## src/rtl/mem_wb_buf_pkg.sv

```systemverilog
// Shared definitions for the MEM -> write-back boundary buffer.
//  - Bus widths matching the core's register-file data and address buses.
//  - Reset/empty values for a buffered entry.
//  - Occupancy state encoding of the 2-entry skid buffer.
package mem_wb_buf_pkg;

  localparam int REG_BUS_W  = 32;
  localparam int REG_ADDR_W = 5;

  localparam logic [REG_ADDR_W-1:0] NOP_REG_ADDR  = '0;
  localparam logic [REG_BUS_W-1:0]  ZERO_WORD     = '0;
  localparam logic                  WRITE_DISABLE = 1'b0;

  // Code 2'd3 is never produced; the FSM treats it exactly like EMPTY.
  typedef enum logic [1:0] {
    MWB_EMPTY = 2'd0,
    MWB_ONE   = 2'd1,
    MWB_FULL  = 2'd2,
    MWB_RSVD  = 2'd3
  } mwb_state_e;

endpackage

```

## src/rtl/mwb_entry.sv

```systemverilog
// One buffered MEM result {wd, wreg, wdata, pc}.
// Holds no valid bit: occupancy is tracked by the owning FSM.
// Ports:
//  clk                      clock, state on posedge
//  clr                      synchronous clear to the empty value (wins over ld)
//  ld                       load the d-side fields
//  wd_d/wreg_d/wdata_d/pc_d  fields to load
//  wd_q/wreg_q/wdata_q/pc_q  stored fields
import mem_wb_buf_pkg::*;

module mwb_entry #(
  parameter int DATA_W = REG_BUS_W,
  parameter int ADDR_W = REG_ADDR_W
) (
  input  logic              clk,
  input  logic              clr,
  input  logic              ld,
  input  logic [ADDR_W-1:0] wd_d,
  input  logic              wreg_d,
  input  logic [DATA_W-1:0] wdata_d,
  input  logic [DATA_W-1:0] pc_d,
  output logic [ADDR_W-1:0] wd_q,
  output logic              wreg_q,
  output logic [DATA_W-1:0] wdata_q,
  output logic [DATA_W-1:0] pc_q
);

  always_ff @(posedge clk) begin
    if (clr) begin
      wd_q    <= ADDR_W'(NOP_REG_ADDR);
      wreg_q  <= WRITE_DISABLE;
      wdata_q <= DATA_W'(ZERO_WORD);
      pc_q    <= DATA_W'(ZERO_WORD);
    end else if (ld) begin
      wd_q    <= wd_d;
      wreg_q  <= wreg_d;
      wdata_q <= wdata_d;
      pc_q    <= pc_d;
    end
  end

endmodule

```

## src/rtl/mem_wb_buf.sv

```systemverilog
// MEM -> write-back pipeline boundary: 2-entry skid buffer (head + skid).
// A single-cycle write-back stall never blocks MEM, because the skid slot
// absorbs the result MEM already committed to. Also offers a combinational
// forwarding lookup over the buffered results for ID/EX.
// Ports:
//  clk, rst (sync, active-low), flush (drops all buffered entries)
//  mem_valid_i/mem_ready_o + wd_i, wreg_i, wdata_i, pc_i : MEM side
//  wb_valid_o/wb_ready_i + wb_wd_o, wb_wreg_o, wb_wdata_o, wb_pc_o : write-back side (head)
//  fwd_raddr_i -> fwd_hit_o, fwd_data_o : bypass lookup, youngest match wins
import mem_wb_buf_pkg::*;

module mem_wb_buf #(
  parameter int DATA_W = REG_BUS_W,
  parameter int ADDR_W = REG_ADDR_W
) (
  input  logic              clk,
  input  logic              rst,
  input  logic              flush,
  input  logic              mem_valid_i,
  output logic              mem_ready_o,
  input  logic [ADDR_W-1:0] wd_i,
  input  logic              wreg_i,
  input  logic [DATA_W-1:0] wdata_i,
  input  logic [DATA_W-1:0] pc_i,
  output logic              wb_valid_o,
  input  logic              wb_ready_i,
  output logic [ADDR_W-1:0] wb_wd_o,
  output logic              wb_wreg_o,
  output logic [DATA_W-1:0] wb_wdata_o,
  output logic [DATA_W-1:0] wb_pc_o,
  input  logic [ADDR_W-1:0] fwd_raddr_i,
  output logic              fwd_hit_o,
  output logic [DATA_W-1:0] fwd_data_o
);

  mwb_state_e        state_q, state_d;
  logic              head_vld, skid_vld;
  logic              push, pop;
  logic              head_ld, head_clr, head_from_skid;
  logic              skid_ld, skid_clr;

  logic [ADDR_W-1:0] head_wd,    skid_wd,    head_wd_d;
  logic              head_wreg,  skid_wreg,  head_wreg_d;
  logic [DATA_W-1:0] head_wdata, skid_wdata, head_wdata_d;
  logic [DATA_W-1:0] head_pc,    skid_pc,    head_pc_d;

  logic              head_hit, skid_hit;

  function automatic logic entry_hit(input logic              vld,
                                     input logic              wreg,
                                     input logic [ADDR_W-1:0] wd,
                                     input logic [ADDR_W-1:0] raddr);
    // Register 0 is hardwired; never bypass it.
    return vld & wreg & (wd == raddr) & (raddr != '0);
  endfunction

  // Occupancy decode: the unused code behaves like EMPTY.
  assign head_vld = (state_q == MWB_ONE) || (state_q == MWB_FULL);
  assign skid_vld = (state_q == MWB_FULL);

  // Ready depends on registered state only, so no wb_ready_i -> mem_ready_o path.
  assign mem_ready_o = (state_q != MWB_FULL);
  assign wb_valid_o  = head_vld;

  assign push = mem_valid_i & mem_ready_o;
  assign pop  = wb_valid_o & wb_ready_i;

  // ---- next-state / entry control ----
  always_comb begin
    state_d        = state_q;
    head_ld        = 1'b0;
    head_clr       = 1'b0;
    head_from_skid = 1'b0;
    skid_ld        = 1'b0;
    skid_clr       = 1'b0;

    case (state_q)
      MWB_ONE: begin
        if (push && pop) begin
          head_ld = 1'b1;
        end else if (push) begin
          skid_ld = 1'b1;
          state_d = MWB_FULL;
        end else if (pop) begin
          head_clr = 1'b1;
          state_d  = MWB_EMPTY;
        end
      end
      MWB_FULL: begin
        if (pop) begin
          head_ld        = 1'b1;
          head_from_skid = 1'b1;
          skid_clr       = 1'b1;
          state_d        = MWB_ONE;
        end
      end
      default: begin
        // EMPTY, and the unused code recovers to EMPTY / ONE.
        if (push) begin
          head_ld = 1'b1;
          state_d = MWB_ONE;
        end else begin
          state_d = MWB_EMPTY;
        end
      end
    endcase

    // Flush drops everything, overriding any push or pop this cycle.
    if (flush) begin
      state_d        = MWB_EMPTY;
      head_ld        = 1'b0;
      head_from_skid = 1'b0;
      skid_ld        = 1'b0;
      head_clr       = 1'b1;
      skid_clr       = 1'b1;
    end
  end

  // ---- state register ----
  always_ff @(posedge clk) begin
    if (!rst) begin
      state_q <= MWB_EMPTY;
    end else begin
      state_q <= state_d;
    end
  end

  // Head is refilled either from MEM or by promoting the skid entry.
  assign head_wd_d    = head_from_skid ? skid_wd    : wd_i;
  assign head_wreg_d  = head_from_skid ? skid_wreg  : wreg_i;
  assign head_wdata_d = head_from_skid ? skid_wdata : wdata_i;
  assign head_pc_d    = head_from_skid ? skid_pc    : pc_i;

  // ---- entry storage ----
  mwb_entry #(.DATA_W(DATA_W), .ADDR_W(ADDR_W)) u_head (
    .clk     (clk),
    .clr     (head_clr | ~rst),
    .ld      (head_ld),
    .wd_d    (head_wd_d),
    .wreg_d  (head_wreg_d),
    .wdata_d (head_wdata_d),
    .pc_d    (head_pc_d),
    .wd_q    (head_wd),
    .wreg_q  (head_wreg),
    .wdata_q (head_wdata),
    .pc_q    (head_pc)
  );

  mwb_entry #(.DATA_W(DATA_W), .ADDR_W(ADDR_W)) u_skid (
    .clk     (clk),
    .clr     (skid_clr | ~rst),
    .ld      (skid_ld),
    .wd_d    (wd_i),
    .wreg_d  (wreg_i),
    .wdata_d (wdata_i),
    .pc_d    (pc_i),
    .wd_q    (skid_wd),
    .wreg_q  (skid_wreg),
    .wdata_q (skid_wdata),
    .pc_q    (skid_pc)
  );

  // ---- write-back outputs: head entry, forced to zero when empty ----
  assign wb_wd_o    = head_vld ? head_wd    : '0;
  assign wb_wreg_o  = head_vld ? head_wreg  : 1'b0;
  assign wb_wdata_o = head_vld ? head_wdata : '0;
  assign wb_pc_o    = head_vld ? head_pc    : '0;

  // ---- forwarding: skid is younger than head, so it is checked first ----
  assign skid_hit  = entry_hit(skid_vld, skid_wreg, skid_wd, fwd_raddr_i);
  assign head_hit  = entry_hit(head_vld, head_wreg, head_wd, fwd_raddr_i);
  assign fwd_hit_o = skid_hit | head_hit;

  always_comb begin
    fwd_data_o = '0;
    if (skid_hit) begin
      fwd_data_o = skid_wdata;
    end else if (head_hit) begin
      fwd_data_o = head_wdata;
    end
  end

endmodule

```

## config.mk

```make
export PLATFORM = sky130hd
export DESIGN_NAME = mem_wb_buf
export DESIGN_NICKNAME = d
export VERILOG_FILES = /design/src/rtl/mem_wb_buf_pkg.sv /design/src/rtl/mwb_entry.sv /design/src/rtl/mem_wb_buf.sv
export SDC_FILE = /design/constraint.sdc
export NUM_CORES = 1
export LEC_CHECK = 0
export BUFFER_PORTS_ARGS = -buffer_cell sky130_fd_sc_hd__buf_2
export CAP_MARGIN = 10
export CORE_ASPECT_RATIO = 1.1
export CORE_MARGIN = 1
export CORE_UTILIZATION = 50
export DETAILED_ROUTE_END_ITERATION = 7
export PLACE_DENSITY = 0.76
export REMOVE_ABC_BUFFERS = 1
export SLEW_MARGIN = 0
export SYNTH_ARGS = -nofsm -noshare
export SYNTH_HDL_FRONTEND = slang
export SYNTH_HIERARCHICAL = 1
export SYNTH_SLANG_ARGS = --single-unit
```

## constraint.sdc

```tcl
create_clock -name clk -period 4.4 [get_ports clk]
set_input_delay 0 -clock clk [delete_from_list [all_inputs] [get_ports clk]]
set_output_delay 0 -clock clk [all_outputs]
set_load 0.005 [all_outputs]
```

==> qor.yml <==
outcome: "completed"
setup_tns_ns: 0
hold_start: "rst"
cts_made_buffers: 17
timing.rr.start: "state_q[0]"
grt-ovfl-total: 0
timing.final.max_slew_violations: 0
cts_tree: "built"
grt_usage: 0.2433
drc_errors: 0
dp_slack_ns: 1.369
drive_above_1_share: 0.2836
setup_ws_ns: 0.9147
slew_headroom: 0.3425
area_delta_synth_final_pct: 29.47
crit_buf_inv: 4
synth_top_area_cell: "dfxtp_1"
crit_path_start_kind: "register"
core_mm2: 0.01450
cts_resized: 0
cp-end-kind: "output pin"
synthFlopType: "dfxtp_1"
synthTopCellsByArea: "dfxtp_1, mux2i_1, nor2_1"
synth_cell_types: 35
fmax_mhz: 286.9
die_height_um: 130.2
ys_ff_latch: 142
dr.pass1.iters: 4
clk_pin_slew_ns: 0.06
ios: 185
rsz0062_at_grt: "false"
clk_latency_ns: 0.41
netlist.area_leader.share: 0.3804
min_path_type: "in -> reg"
nets: 1082
synthesis.area_mm2: 0.007472
wl_um: 18640
rows: 46
slowest_delay_ns: 0.73
worst_slew_pin_slew_ns: 0.9863
h-tree-depth: 4
synth-async-reset-ratio: 0
p_leak_nw: 3.794
drt_iter0_markers: 344
finalSetupViolCount: 0
grt_pass1_wl_um: 29990
drt-vias-per-instance: 5.195
cpLargestDelayFamily: "buffers and inverters"
path_cells: "inv_1, ha_2, buf_4, nor2b_2, o221ai_1, nand4b_1, buf_4, o31ai_2, buf_2"
synth-seq-area-share: 0.3804
clock_skew_ns: 0.007016
grt_max_degree: 71
n_antenna_cell: 0
crit_path_frequent_cell: "buf_4"
synth_edf_count: 0
wire_per_inst_um: 15.48
min_period_ns: 3.485
synth.avg_cell_area_um2: 9.617
cts_max_path_buffers: 2
ctsRootBufferMaster: "clkbuf_16"
cp_slowest_cell: "ha_2"
max_cap_violations: 0
antenna_found_initial: 0
hpwlAfterDp_um: 11260
hold_violations: 0
ir_drop_uv: 200.4
power_mw: 3.164
cp_max_fo: 42
cts_num_sinks: 142
numPortBuffers: 184
holdWs_ns: 0.04334
fill_cells: 1198
first_global_vias: 6106
period_share: 0.7921
syn_inst: 777
ys_warn_count: 6
crit_required_ns: 4.40
fp.dieW_um: 118.6
gp_congestion: 0.7308
cp.arrival_ns: 3.49
critPathLaunch: "state_q[0]"
vias: 6255
die_area_mm2: 0.01544
p_per_area_mw_per_mm2: 327.0
critPathKind: "reg -> out"
initial_core_util: 0.5152
ant_nets: 0
==> metal layers <==
metal  global-route usage  vias to the layer above  wire, um
met3              0.05726                       21      1003
met2               0.4255                      172      9009
li1                     -                     3088         -
met4              0.08340                        0       219
met1               0.2944                     2974      8404
met5                    0                        -         0
==> area by class of cell <==
cell class	instances	area [um2]	area share
repair buffers	266	1737	0.1795
clock buffers	22	484.2	0.05005
clock inverters	10	158.9	0.01643
inverters	35	131.4	0.01358
multi-input cells	537	4080	0.4218
well taps	192	240.2	0.02483
flip-flops and latches	142	2843	0.2938
==> state kept, by name (all words and copies together), names as in the netlist <==
name,flops
state_q,2
u_skid/wreg_q,1
u_head/pc_q,32
u_head/wreg_q,1
u_head/wd_q,5
u_skid/wd_q,5
u_head/wdata_q,32
u_skid/wdata_q,32
u_skid/pc_q,32
==> synth_stat cells (3+ instances only) <==
| master | number |
|---|---|
| buf_8 | 14 |
| o31ai_2 | 29 |
| nand3_1 | 4 |
| mux2_1 | 53 |
| buf_6 | 6 |
| nand2_1 | 11 |
| nor2b_1 | 41 |
| nor2_1 | 174 |
| clkbuf_1 | 30 |
| dfxtp_1 | 142 |
| buf_2 | 9 |
| a21oi_1 | 4 |
| mux2i_1 | 140 |
| inv_1 | 35 |
| mux2_2 | 18 |
| xor2_1 | 8 |
| nand2b_1 | 4 |
| ha_1 | 3 |
| nand4_1 | 32 |
==> through the flow <==
stage | area, um2 | utilization | instances
after floorplan | 7019 | - | 714
after global placement | 8330 | 0.5744 | 1102
after detailed placement | 8330 | 0.5744 | 1102
after CTS | 9674 | 0.6670 | 1204
after global routing | 9674 | 0.6670 | 1204
final | 9674 | 0.6670 | 1204
==> what timing repair did <==
| action | CTS | global route |
|---|---|---|
| setup buffers | 0 | 0 |
| endpoints found under the hold margin | 139 | 0 |
| hold buffers | 70 | 0 |
==> worst min-delay path: cells and delay by family <==
kind | cells | cell delay [ns]
and+or+nand+nor | 1 | 0.17
buffers and inverters | 1 | 0.09
AOI/OAI and AO/OA | 1 | 0.14
==> cell usage in the layout (no fill, tap or decap), types with 2 or more instances in the layout <==
| master | instances |
|---|---|
| buf_2 | 184 |
| nor2_1 | 172 |
| dfxtp_1 | 142 |
| mux2i_1 | 140 |
| dlygate4sd3_1 | 70 |
| mux2_1 | 53 |
| nor2b_1 | 41 |
| inv_1 | 35 |
| nand4_1 | 32 |
| o31ai_2 | 29 |
| mux2_2 | 18 |
| clkbuf_16 | 17 |
| buf_4 | 10 |
| nand2_1 | 9 |
| xor2_1 | 8 |
| nand2b_1 | 4 |
| nand3_1 | 4 |
| clkbuf_8 | 4 |
| bufinv_16 | 4 |
| a21oi_1 | 3 |
| clkinv_2 | 3 |
| o31ai_1 | 2 |
| nand2_2 | 2 |
| ha_1 | 2 |
| clkinvlp_4 | 2 |
| buf_12 | 2 |
==> power breakdown <==
group | internal, mW | switching, mW
logic | 0.150 | 0.156
registers | 1.31 | 0.0100
clock network | 1.01 | 0.535
==> kinds of logic (layout without fill, tap and decap cells) <==
family | count (synthesis) | count (layout) | synth area share
AOI/OAI and AO/OA | 42 | 42 | 0.06396
xor gates and xnor gates | 8 | 8 | 0.009377
adders and majority gates | 3 | 3 | 0.005024
buffers and inverters | 98 | 333 | 0.07820
DFF | 142 | 142 | 0.3804
muxes | 211 | 211 | 0.2945
and+or+nand+nor | 273 | 273 | 0.1685
==> worst paths after layout <==
| kind | endpoint | slack (ns) | cells after the start |
|---|---|---|---|
| setup / recovery | fwd_data_o[18] | 0.91 | 9 |
| hold / removal | state_q[0] | 0.04 | 3 |
| setup reg to reg | u_head/pc_q[6] | 1.55 | 9 |
| hold reg to reg | u_head/pc_q[31] | 0.49 | 2 |
No activity file was read; power rests on OpenSTA's default activity.
